==> config.mk <==
export PLATFORM = sky130hd
export DESIGN_NAME = rr_collector_flat
export DESIGN_NICKNAME = d
export VERILOG_FILES = /design/src/rtl/rr_collector_pkg.sv /design/src/rtl/rr_collector_if.sv /design/src/rtl/rr_priority_pick.sv /design/src/rtl/rr_collector.sv /design/src/flat_wrapper.sv
export SDC_FILE = /design/constraint.sdc
export NUM_CORES = 1
export LEC_CHECK = 0
export CELL_PAD_IN_SITES_DETAIL_PLACEMENT = 0
export CELL_PAD_IN_SITES_GLOBAL_PLACEMENT = 1
export CORE_UTILIZATION = 44
export DETAILED_ROUTE_END_ITERATION = 10
export DONT_BUFFER_PORTS = 1
export GPL_ROUTABILITY_DRIVEN = 0
export GPL_TIMING_DRIVEN = 0
export HOLD_SLACK_MARGIN = 0.05
export PLACE_DENSITY = 0.79
export SLEW_MARGIN = 20
export SYNTH_ARGS = -nofsm -noshare
export SYNTH_HDL_FRONTEND = slang
export SYNTH_SLANG_ARGS = --single-unit
==> constraint.sdc <==
create_clock -name clk -period 2.6 [get_ports clk]
set_input_delay 0.52 -clock clk [delete_from_list [all_inputs] [get_ports clk]]
set_output_delay 0.52 -clock clk [all_outputs]
set_load 0.02 [all_outputs]
==> src/rtl/rr_collector_pkg.sv <==
// Shared helpers for the round-robin collector: lane index width and
// the bit offset of a lane's slice within a flattened lane bus.
package rr_collector_pkg;

    // Width of a lane index for n lanes (n >= 2).
    function automatic int idx_w(input int n);
        return (n <= 2) ? 1 : $clog2(n);
    endfunction

    // Lowest bit of lane 'lane' in a flattened bus of 'w'-bit slices.
    function automatic int lane_lsb(input int lane, input int w);
        return lane * w;
    endfunction

endpackage

==> src/rtl/rr_collector_if.sv <==
// Bus between the producer lanes / consumer and the collector.
// Handshake: a transfer happens on a rising clk edge where valid and ready
// are both 1; a source holding valid keeps its payload stable until then.
// Per-lane ready may depend on that lane's valid (the arbiter only grants
// lanes that are asking), and io_out_ready feeds io_in_ready combinationally.
interface rr_collector_if
    import rr_collector_pkg::*;
#(
    parameter int N_IN   = 4,
    parameter int DATA_W = 32,
    parameter int TAG_W  = 5
);
    localparam int IDX_W = idx_w(N_IN);

    logic [N_IN-1:0]        io_in_valid;
    logic [N_IN-1:0]        io_in_ready;
    logic [N_IN*DATA_W-1:0] io_in_bits;
    logic [N_IN*TAG_W-1:0]  io_in_tag;
    logic                   io_out_ready;
    logic                   io_out_valid;
    logic [DATA_W-1:0]      io_out_bits;
    logic [TAG_W-1:0]       io_out_tag;
    logic [IDX_W-1:0]       io_out_chosen;

    // Environment side: producers and consumer.
    modport master (
        output io_in_valid, io_in_bits, io_in_tag, io_out_ready,
        input  io_in_ready, io_out_valid, io_out_bits, io_out_tag, io_out_chosen
    );

    // Collector side.
    modport slave (
        input  io_in_valid, io_in_bits, io_in_tag, io_out_ready,
        output io_in_ready, io_out_valid, io_out_bits, io_out_tag, io_out_chosen
    );

endinterface

==> src/rtl/rr_priority_pick.sv <==
// Rotating-priority picker: scans lanes starting just after last_grant,
// wrapping, and returns the first valid one. Purely combinational.
module rr_priority_pick #(
    parameter int N     = 4,
    parameter int IDX_W = 2
) (
    input  logic [N-1:0]     valid,
    input  logic [IDX_W-1:0] last_grant,
    output logic [IDX_W-1:0] grant,
    output logic             found
);

    // First valid lane in order last_grant+1 .. last_grant (lowest priority).
    always_comb begin
        int idx;
        grant = '0;
        found = 1'b0;
        idx   = 0;
        for (int k = 1; k <= N; k++) begin
            idx = (int'(last_grant) + k) % N;
            if (!found && valid[IDX_W'(idx)]) begin
                found = 1'b1;
                grant = IDX_W'(idx);
            end
        end
    end

endmodule

==> src/rtl/rr_collector.sv <==
// N-to-1 round-robin collector: picks one valid lane per cycle and parks
// its beat (payload, tag, lane index) in a single output register until
// the consumer takes it. A drain and a new accept may share a cycle.
module rr_collector
    import rr_collector_pkg::*;
#(
    parameter  int N_IN   = 4,
    parameter  int DATA_W = 32,
    parameter  int TAG_W  = 5,
    localparam int IDX_W  = idx_w(N_IN)
) (
    input  logic             clk,
    input  logic             reset,
    rr_collector_if.slave    io,
    output logic [IDX_W-1:0] dbg_last_grant
);

    logic [IDX_W-1:0]  last_grant;
    logic              out_valid;
    logic [DATA_W-1:0] out_bits;
    logic [TAG_W-1:0]  out_tag;
    logic [IDX_W-1:0]  out_chosen;

    logic [IDX_W-1:0]  grant;
    logic              found;
    logic              slot_free;
    logic              accept;
    logic [N_IN-1:0]   in_ready;

    logic [DATA_W-1:0] lane_bits [N_IN];
    logic [TAG_W-1:0]  lane_tag  [N_IN];

    for (genvar i = 0; i < N_IN; i++) begin : g_lane
        assign lane_bits[i] = io.io_in_bits[lane_lsb(i, DATA_W) +: DATA_W];
        assign lane_tag[i]  = io.io_in_tag[lane_lsb(i, TAG_W) +: TAG_W];
    end

    rr_priority_pick #(
        .N     (N_IN),
        .IDX_W (IDX_W)
    ) u_pick (
        .valid      (io.io_in_valid),
        .last_grant (last_grant),
        .grant      (grant),
        .found      (found)
    );

    // The register can take a beat if empty or being emptied this cycle.
    assign slot_free = !out_valid || io.io_out_ready;
    assign accept    = found && slot_free && !reset;

    // Ready goes only to the granted lane, and only when the beat can land.
    always_comb begin
        in_ready = '0;
        if (accept) begin
            in_ready[grant] = 1'b1;
        end
    end

    // Output register and arbitration pointer; pointer moves only on accept.
    always_ff @(posedge clk) begin
        if (reset) begin
            last_grant <= IDX_W'(N_IN - 1);
            out_valid  <= 1'b0;
            out_bits   <= '0;
            out_tag    <= '0;
            out_chosen <= '0;
        end else if (accept) begin
            last_grant <= grant;
            out_valid  <= 1'b1;
            out_bits   <= lane_bits[grant];
            out_tag    <= lane_tag[grant];
            out_chosen <= grant;
        end else if (out_valid && io.io_out_ready) begin
            out_valid  <= 1'b0;
        end
    end

    assign io.io_in_ready   = in_ready;
    assign io.io_out_valid  = out_valid;
    assign io.io_out_bits   = out_bits;
    assign io.io_out_tag    = out_tag;
    assign io.io_out_chosen = out_chosen;
    assign dbg_last_grant   = last_grant;

endmodule

==> src/flat_wrapper.sv <==
// flat-port wrapper written by rule: the top's interface ports become plain ports
module rr_collector_flat import rr_collector_pkg::*;
#(
    parameter  int N_IN   = 4,
    parameter  int DATA_W = 32,
    parameter  int TAG_W  = 5,
    localparam int IDX_W  = idx_w(N_IN)
)
  (clk, reset, dbg_last_grant, io_io_in_valid, io_io_in_bits, io_io_in_tag, io_io_out_ready, io_io_in_ready, io_io_out_valid, io_io_out_bits, io_io_out_tag, io_io_out_chosen);
  rr_collector_if #(.N_IN(N_IN), .DATA_W(DATA_W), .TAG_W(TAG_W)) io_i ();
  input  logic clk;
  input  logic reset;
  output logic [IDX_W-1:0] dbg_last_grant;
  input wire logic [$bits(io_i.io_in_valid)-1:0] io_io_in_valid;
  input wire logic [$bits(io_i.io_in_bits)-1:0] io_io_in_bits;
  input wire logic [$bits(io_i.io_in_tag)-1:0] io_io_in_tag;
  input wire logic [$bits(io_i.io_out_ready)-1:0] io_io_out_ready;
  output wire logic [$bits(io_i.io_in_ready)-1:0] io_io_in_ready;
  output wire logic [$bits(io_i.io_out_valid)-1:0] io_io_out_valid;
  output wire logic [$bits(io_i.io_out_bits)-1:0] io_io_out_bits;
  output wire logic [$bits(io_i.io_out_tag)-1:0] io_io_out_tag;
  output wire logic [$bits(io_i.io_out_chosen)-1:0] io_io_out_chosen;
  assign io_i.io_in_valid = io_io_in_valid;
  assign io_i.io_in_bits = io_io_in_bits;
  assign io_i.io_in_tag = io_io_in_tag;
  assign io_i.io_out_ready = io_io_out_ready;
  assign io_io_in_ready = io_i.io_in_ready;
  assign io_io_out_valid = io_i.io_out_valid;
  assign io_io_out_bits = io_i.io_out_bits;
  assign io_io_out_tag = io_i.io_out_tag;
  assign io_io_out_chosen = io_i.io_out_chosen;
  rr_collector #(.N_IN(N_IN), .DATA_W(DATA_W), .TAG_W(TAG_W)) u_core (.clk(clk), .reset(reset), .io(io_i), .dbg_last_grant(dbg_last_grant));
endmodule
==> results of run 1 <==
[stage by stage]
stage / cells / setup TNS [ns] / hold WS (ns) / power (mW)
5_1_grt: 393 / 0 / 0.434 / 2.27
2_1_floorplan: 310 / 0 / 0.561 / 1.49
6_report: 393 / 0 / 0.429 / 2.16
3_5_place_dp: 385 / -0.351 / 0.579 / 1.64
3_3_place_gp: 385 / -0.374 / 0.575 / 1.62
4_1_cts: 392 / 0 / 0.422 / 2.17
[layout make-up]
type | count | area, um2
fill | 607 | 2990
multi-input combinational | 228 | 1780
sequential | 42 | 843
buffer | 36 | 179
tap | 75 | 93.8
clock buffer | 5 | 68.8
clock inverter | 3 | 40.0
timing repair buffer | 3 | 22.5
inverter | 1 | 3.75
[synthesized netlist by cell type (4+ instances only)]
library cell	number	share of area [%]
clkbuf_1	20	2.7
mux2_1	13	5.2
buf_1	4	0.54
a211oi_1	12	3.2
o31a_1	10	3.1
mux2_2	5	2.0
nand4_1	28	6.3
o31ai_1	28	7.5
nor2_1	6	0.81
dfxtp_1	42	30
o211ai_1	10	2.7
nand2_1	10	1.3
a21bo_2	6	2.1
buf_2	10	1.8
a211oi_2	7	3.1
mux2i_1	19	6.8
a21bo_1	4	1.4
a21oi_1	29	5.2
a221o_1	18	6.4
[where the power goes]
group	switching [mW]	leakage [nW]	internal [mW]	total, mW
combinational	0.355	0.724	0.284	0.639
sequential	0.230	0.350	0.764	0.994
clock	0.243	0.0579	0.283	0.526
[metal layers]
layer | track usage [%] | up-vias
met5 | 0 | -
met3 | 6.78 | 12
met2 | 46.9 | 160
met4 | 9.47 | 0
li1 | - | 1261
met1 | 31.1 | 1236
[worst reg2reg max path, stage by stage (launching register included)]
cell and delay [ns]:
dfxtp_2 0.42, nor2b_1 0.10, o21a_1 0.24, nor3_4 0.23, buf_4 0.17, buf_2 0.26, mux2_1 0.37, a221o_1 0.30
[worst paths after layout]
path	depth (start not counted)	end	slack (ns)
max reg2reg	7	u_core.io.io_out_tag[1]	0.41
min	2	u_core.io.io_out_bits[4]	0.43
min reg2reg	2	u_core.io.io_out_bits[4]	0.59
max	5	io_io_in_ready[3]	0.16
[flip-flops by register name (all words and copies together), names as in the netlist]
name and count:
u_core.dbg_last_grant 2, u_core.io.io_out_bits 32, u_core.io.io_out_chosen 2, u_core.io.io_out_tag 5
u_core.io.io_out_valid 1
[placed cells by master, fill, tap and decap left out, types with 12 or more instances in the layout]
cell,n
mux2i_1,19
a221o_1,18
a211oi_1,12
o31ai_1,28
nand4_1,28
mux2_1,13
dfxtp_1,40
a21oi_1,29
clkbuf_1,15
[cell families (layout without fill, tap and decap cells)]
kind of cell           count (synthesis)  in the layout
muxes                                 37             37
AOI/OAI and AO/OA                    134            134
buffers and inverters                 40             48
DFF                                   42             42
and+or+nand+nor                       57             57
[timing repair]
action / in CTS / in global routing
pin swaps: 1 / 0
cloned: 0 / 0
hold endpoints to repair: 0 / 0
buffers inserted: 1 / 2
resized for setup: 7 / 7
setup endpoints to repair: 4 / 4
==> flow_summary.toml, run 1 <==
[outcome]
status = "finished clean"

[sta]
drv_slew = 0
min_period_ns = 2.44
relSlewSlack_pct = 60.7
setup_slack_ns = 0.164
finalClockSkew_ns = 0.00315
post-route-period-util_pct = 93.7
hold_violations = 0
clock.fmax_mhz = 410
rsz0062_at_grt = "false"
worstMarginPinSlew_ns = 0.589
setup_viol = 0

[placed_design]
place_area_um2 = 2890
place_ws_ns = -0.140
port_buffers = 0
dpl.hpwl_um = 6710

[route]
wl_met2_um = 4480
dr.first_iter.drc_count = 89
drcViolationCount = 0
m1WireLength_um = 3600
avgViaCountPerCell = 6.79
vias = 2669
post_drt_wl_per_cell_um = 23.1
topRoutingLayerUsed = "met4"
postRouteAntennaNets = 0
drtPass1Iterations = 4
wirelength_um = 9100
dr_wl_met3_um = 875

[cells_and_area]
final_layout_size_suffix_gt1_share_pct = 17.6
fin_util_pct = 50.4
antenna_cells = 0
fin_nets = 472
fin_area_um2 = 3040
areaGrowthSynthToFinish_pct = 8.59

[floorplanning]
die_x_um = 81.7
rows = 28
die_h_um = 81.7
initial_core_util_pct = 46.4
design.core.area_um2 = 6030
dieArea_um2 = 6680
ios = 201

[grt]
grt_use_total_pct = 26.7
grt_max_degree = 20
grt_pass1_wl_um = 13200
first_global_vias = 2632
overflow = 0
antenna_found_initial = 0

[yosys]
synth-seq-cells = 42
synth_mux_area_share_pct = 14.1
yosys_warnings = 0
synth-adder-area-share_pct = 0
yosysSeqAreaShare_pct = 30.1
syn_inst = 310
avgSynthCellArea_um2 = 9.02
ys_async_sr_fraction_pct = 0
synth_edf_count = 0
synthSimpleGateAreaFrac_pct = 11.9
ys_types = 37
synth_area_um2 = 2800
synth_xor_area_share_pct = 0
synth_top_family_by_area = "compound AO/OA/AOI/OAI gates"
synth_nets = 465
synth_flop_cell = "dfxtp_1"
synth-compound-area-share_pct = 37.2

[clock_tree]
clkTransAtPathRegs_ns = 0.09
hold_buffers = 0
clock_latency_ns = 0.30
h-tree-depth = 2
clock_sinks = 42
cts-root-buf = "clkbuf_8"
cts_inserted_buffers = 5
cts_tree = "yes"
clock_path_buffers = 2

[hold_path]
hold_path.class = "in2reg"
min-delay-start = "io_io_in_bits[36]"

[critical_path]
critical_path.max_stage_delay_ns = 0.39
cp.arrival_ns = 1.92
r2r_start = "u_core.dbg_last_grant[0]"
startpoint = "u_core.io.io_out_valid"
critPathKind = "reg2out"
cp_max_fo = 10
slowest_stage = "dfxtp_1"
critPathRequiredTime_ns = 2.08
worstSetupStartpointType = "register"
worst_setup_path_end_kind = "output port"
crit_family = "simple AND/OR/NAND/NOR gates"
path_cells = "nand2b_1 > nor3b_4 > nor3b_2 > buf_2 > and2_1"
cp_num_buf_inv = 1

[power]
p_per_area_nw_per_um2 = 711
peakVddDrop_mv = 0.312
p_leak_nw = 1.13

[run]
cap_viol_max_count = 0
Note: power is estimated with default switching activity, not from simulation.
==> inputs of run 2 (changes only) <==
--- a/config.mk
+++ b/config.mk
@@ -14,7 +14,7 @@
 export GPL_TIMING_DRIVEN = 0
 export HOLD_SLACK_MARGIN = 0.05
 export PLACE_DENSITY = 0.79
-export SLEW_MARGIN = 20
+export SLEW_MARGIN = 0
 export SYNTH_ARGS = -nofsm -noshare
 export SYNTH_HDL_FRONTEND = slang
 export SYNTH_SLANG_ARGS = --single-unit
==> results of run 2 <==
The final DEF is identical to that of run 1; final timing and power are the same.
==> inputs of run 3 (changes only) <==
--- a/config.mk
+++ b/config.mk
@@ -7,6 +7,7 @@
 export LEC_CHECK = 0
 export CELL_PAD_IN_SITES_DETAIL_PLACEMENT = 0
 export CELL_PAD_IN_SITES_GLOBAL_PLACEMENT = 1
+export CORE_ASPECT_RATIO = 1.5
 export CORE_UTILIZATION = 44
 export DETAILED_ROUTE_END_ITERATION = 10
 export DONT_BUFFER_PORTS = 1
@@ -18,3 +19,4 @@
 export SYNTH_ARGS = -nofsm -noshare
 export SYNTH_HDL_FRONTEND = slang
 export SYNTH_SLANG_ARGS = --single-unit
+export TNS_END_PERCENT = 50
==> run 3 against run 2 <==
  * Count of clock-buffer cells in the layout up 2
  * Non-clock buffer count down 2
  * First-iteration DRC count up 130%
  * Combinational power down 3%
  * Die area about the same
  * Via count down 1.9%
  * Cell count down 1.0%
  * Worst setup slack worse by 0.067 ns
  * Flip-flop and latch count unchanged
  * Design area down 1.7%
  * Sequential share of layout area up 0.49 points
==> flow_summary.toml, run 3 (same netlist as run 1, synthesis figures left out) <==
[sta]
drv_slew = 0
finalClockSkew_ns = 0.00789
hold_violations = 0
setup_viol = 0
min_period_ns = 2.50
clock.fmax_mhz = 399
post-route-period-util_pct = 96.3
relSlewSlack_pct = 61.9
worstMarginPinSlew_ns = 0.566
rsz0062_at_grt = "false"

[floorplanning]
die_x_um = 67.1
design.core.area_um2 = 6130
ios = 201
die_h_um = 99.6
initial_core_util_pct = 45.6
dieArea_um2 = 6680
rows = 35

[placed_design]
dp_cells = 384
dpl.hpwl_um = 6470
port_buffers = 0

[critical_path]
cp.depth = 5
regToRegSetupSlack_ns = 0.47
startpoint = "u_core.dbg_last_grant[0]"
cp.arrival_ns = 1.98
critPathRequiredTime_ns = 2.08
critPathKind = "reg2out"
crit_family = "simple AND/OR/NAND/NOR gates"
cp_max_fo = 11
critical_path.max_stage_delay_ns = 0.43
worst_setup_path_end_kind = "output port"
rr_endpoint = "u_core.io.io_out_tag[1]"
r2r_start = "u_core.dbg_last_grant[0]"
r2r.worst_path.cells = 6
cp_num_buf_inv = 1
slowest_stage = "dfxtp_2"
worstSetupStartpointType = "register"
path_cells = "nand2b_1 > a21o_1 > clkbuf_2 > nand3_1 > nor2_2"
crit_path_end = "io_io_in_ready[0]"

[clock_tree]
clock_sinks = 42
hold_buffers = 0
clkTransAtPathRegs_ns = 0.08
clock_latency_ns = 0.29
h-tree-depth = 2
cts_inserted_buffers = 5
cts_tree = "yes"
clock_path_buffers = 2
cts-root-buf = "clkbuf_8"

[outcome]
status = "finished clean"

[route]
drcViolationCount = 0
postRouteAntennaNets = 0
avgViaCountPerCell = 6.73
wirelength_um = 8610
m1WireLength_um = 3240
dr_wl_met3_um = 724
vias = 2619
dr.first_iter.drc_count = 206
post_drt_wl_per_cell_um = 22.1
drtPass1Iterations = 4
wl_met2_um = 4600
topRoutingLayerUsed = "met4"

[cells_and_area]
antenna_cells = 0
fin_nets = 470
layout.cells.non_filler = 389
final_layout_size_suffix_gt1_share_pct = 15.9
fillCellCount = 630
final_common_cell = "dfxtp_1"
largest_reg_flops = 32
final_cell_mix = "40 x dfxtp_1, 29 x a21oi_1, 28 x nand4_1, 28 x o31ai_1, 19 x mux2i_1"
fin_util_pct = 48.7
areaGrowthSynthToFinish_pct = 6.71

[grt]
grt_max_degree = 20
antenna_found_initial = 0
grt_pass1_wl_um = 12800
first_global_vias = 2554
grt_use_total_pct = 25.4
overflow = 0

[power]
switching_power_mw = 0.799
p_per_area_nw_per_um2 = 680
power_mw = 2.03
p_comb_share_pct = 30.6
seqPwrFrac_pct = 49.1
internal_power_mw = 1.23
netSwitchingFraction_pct = 39.4
peakVddDrop_mv = 0.330
p_leak_nw = 1.10
p_clk_share_pct = 20.4

[run]
cap_viol_max_count = 0

[hold_path]
hold_path.class = "in2reg"
-- run 3: worst register-to-register path, delay by kind of cell, from the launching register on --
kind,cells,cell delay (ns)
compound gates,2,0.53
flops,1,0.43
simple gates,2,0.39
mux,1,0.36
buf+inv,1,0.32
-- run 3: how the worst min path moves through the flow --
stage / startpoint / end / slack (ns) / cells after the start
global placement: u_core.io.io_out_bits[10] / u_core.io.io_out_bits[10] / 0.58 / 2
CTS: io_io_in_valid[1] / u_core.io.io_out_valid / 0.43 / 2
global route: io_io_in_valid[1] / u_core.io.io_out_valid / 0.43 / 2
finish: io_io_in_valid[1] / u_core.io.io_out_valid / 0.43 / 2
detailed placement: u_core.io.io_out_bits[4] / u_core.io.io_out_bits[4] / 0.58 / 2
floorplan: u_core.io.io_out_valid / u_core.io.io_out_valid / 0.56 / 2
-- run 3: through the flow --
step	hold slack [ns]	cell area, um2	TNS, ns	setup WS (ns)
2_1_floorplan	0.561	2800	0	0.259
3_3_place_gp	0.575	2890	-0.428	-0.180
3_5_place_dp	0.581	2890	-0.443	-0.183
4_1_cts	0.425	2980	0	0.0166
5_1_grt	0.429	2980	0	0.00230
6_report	0.433	2980	0	0.0964
-- run 3: routing by layer --
| metal | global-route usage [%] | vias to the layer above |
|---|---|---|
| met5 | 0 | - |
| met4 | 7.36 | 0 |
| met3 | 7.68 | 4 |
| met2 | 45.2 | 138 |
| met1 | 28.1 | 1231 |
| li1 | - | 1246 |
-- run 3: power groups by stage --
stage | sequential [mW] | clock, mW | combinational, mW
floorplan | 0.982 | 0 | 0.506
global placement | 1.01 | 0 | 0.607
detailed placement | 1.01 | 0 | 0.621
CTS | 0.994 | 0.426 | 0.623
global route | 1.01 | 0.447 | 0.681
finish | 0.994 | 0.413 | 0.620
-- run 3: cell type report --
cell class	instances	area, um2	share of cell area (%)
Buffer	36	176	5.91
Sequential cell	42	843	28.3
Multi-Input combinational cell	228	1780	59.8
Timing Repair Buffer	1	7.51	0.252
Tap cell	74	92.6	3.10
Inverter	1	3.75	0.126
Clock buffer	7	76.3	2.56
-- run 3: repair_timing --
| action | in CTS | in global routing |
|---|---|---|
| endpoints found under the setup margin | 4 | 3 |
| pin swaps | 0 | 0 |
| setup buffers | 1 | 0 |
| resized for setup | 7 | 5 |
| hold endpoints to repair | 0 | 0 |
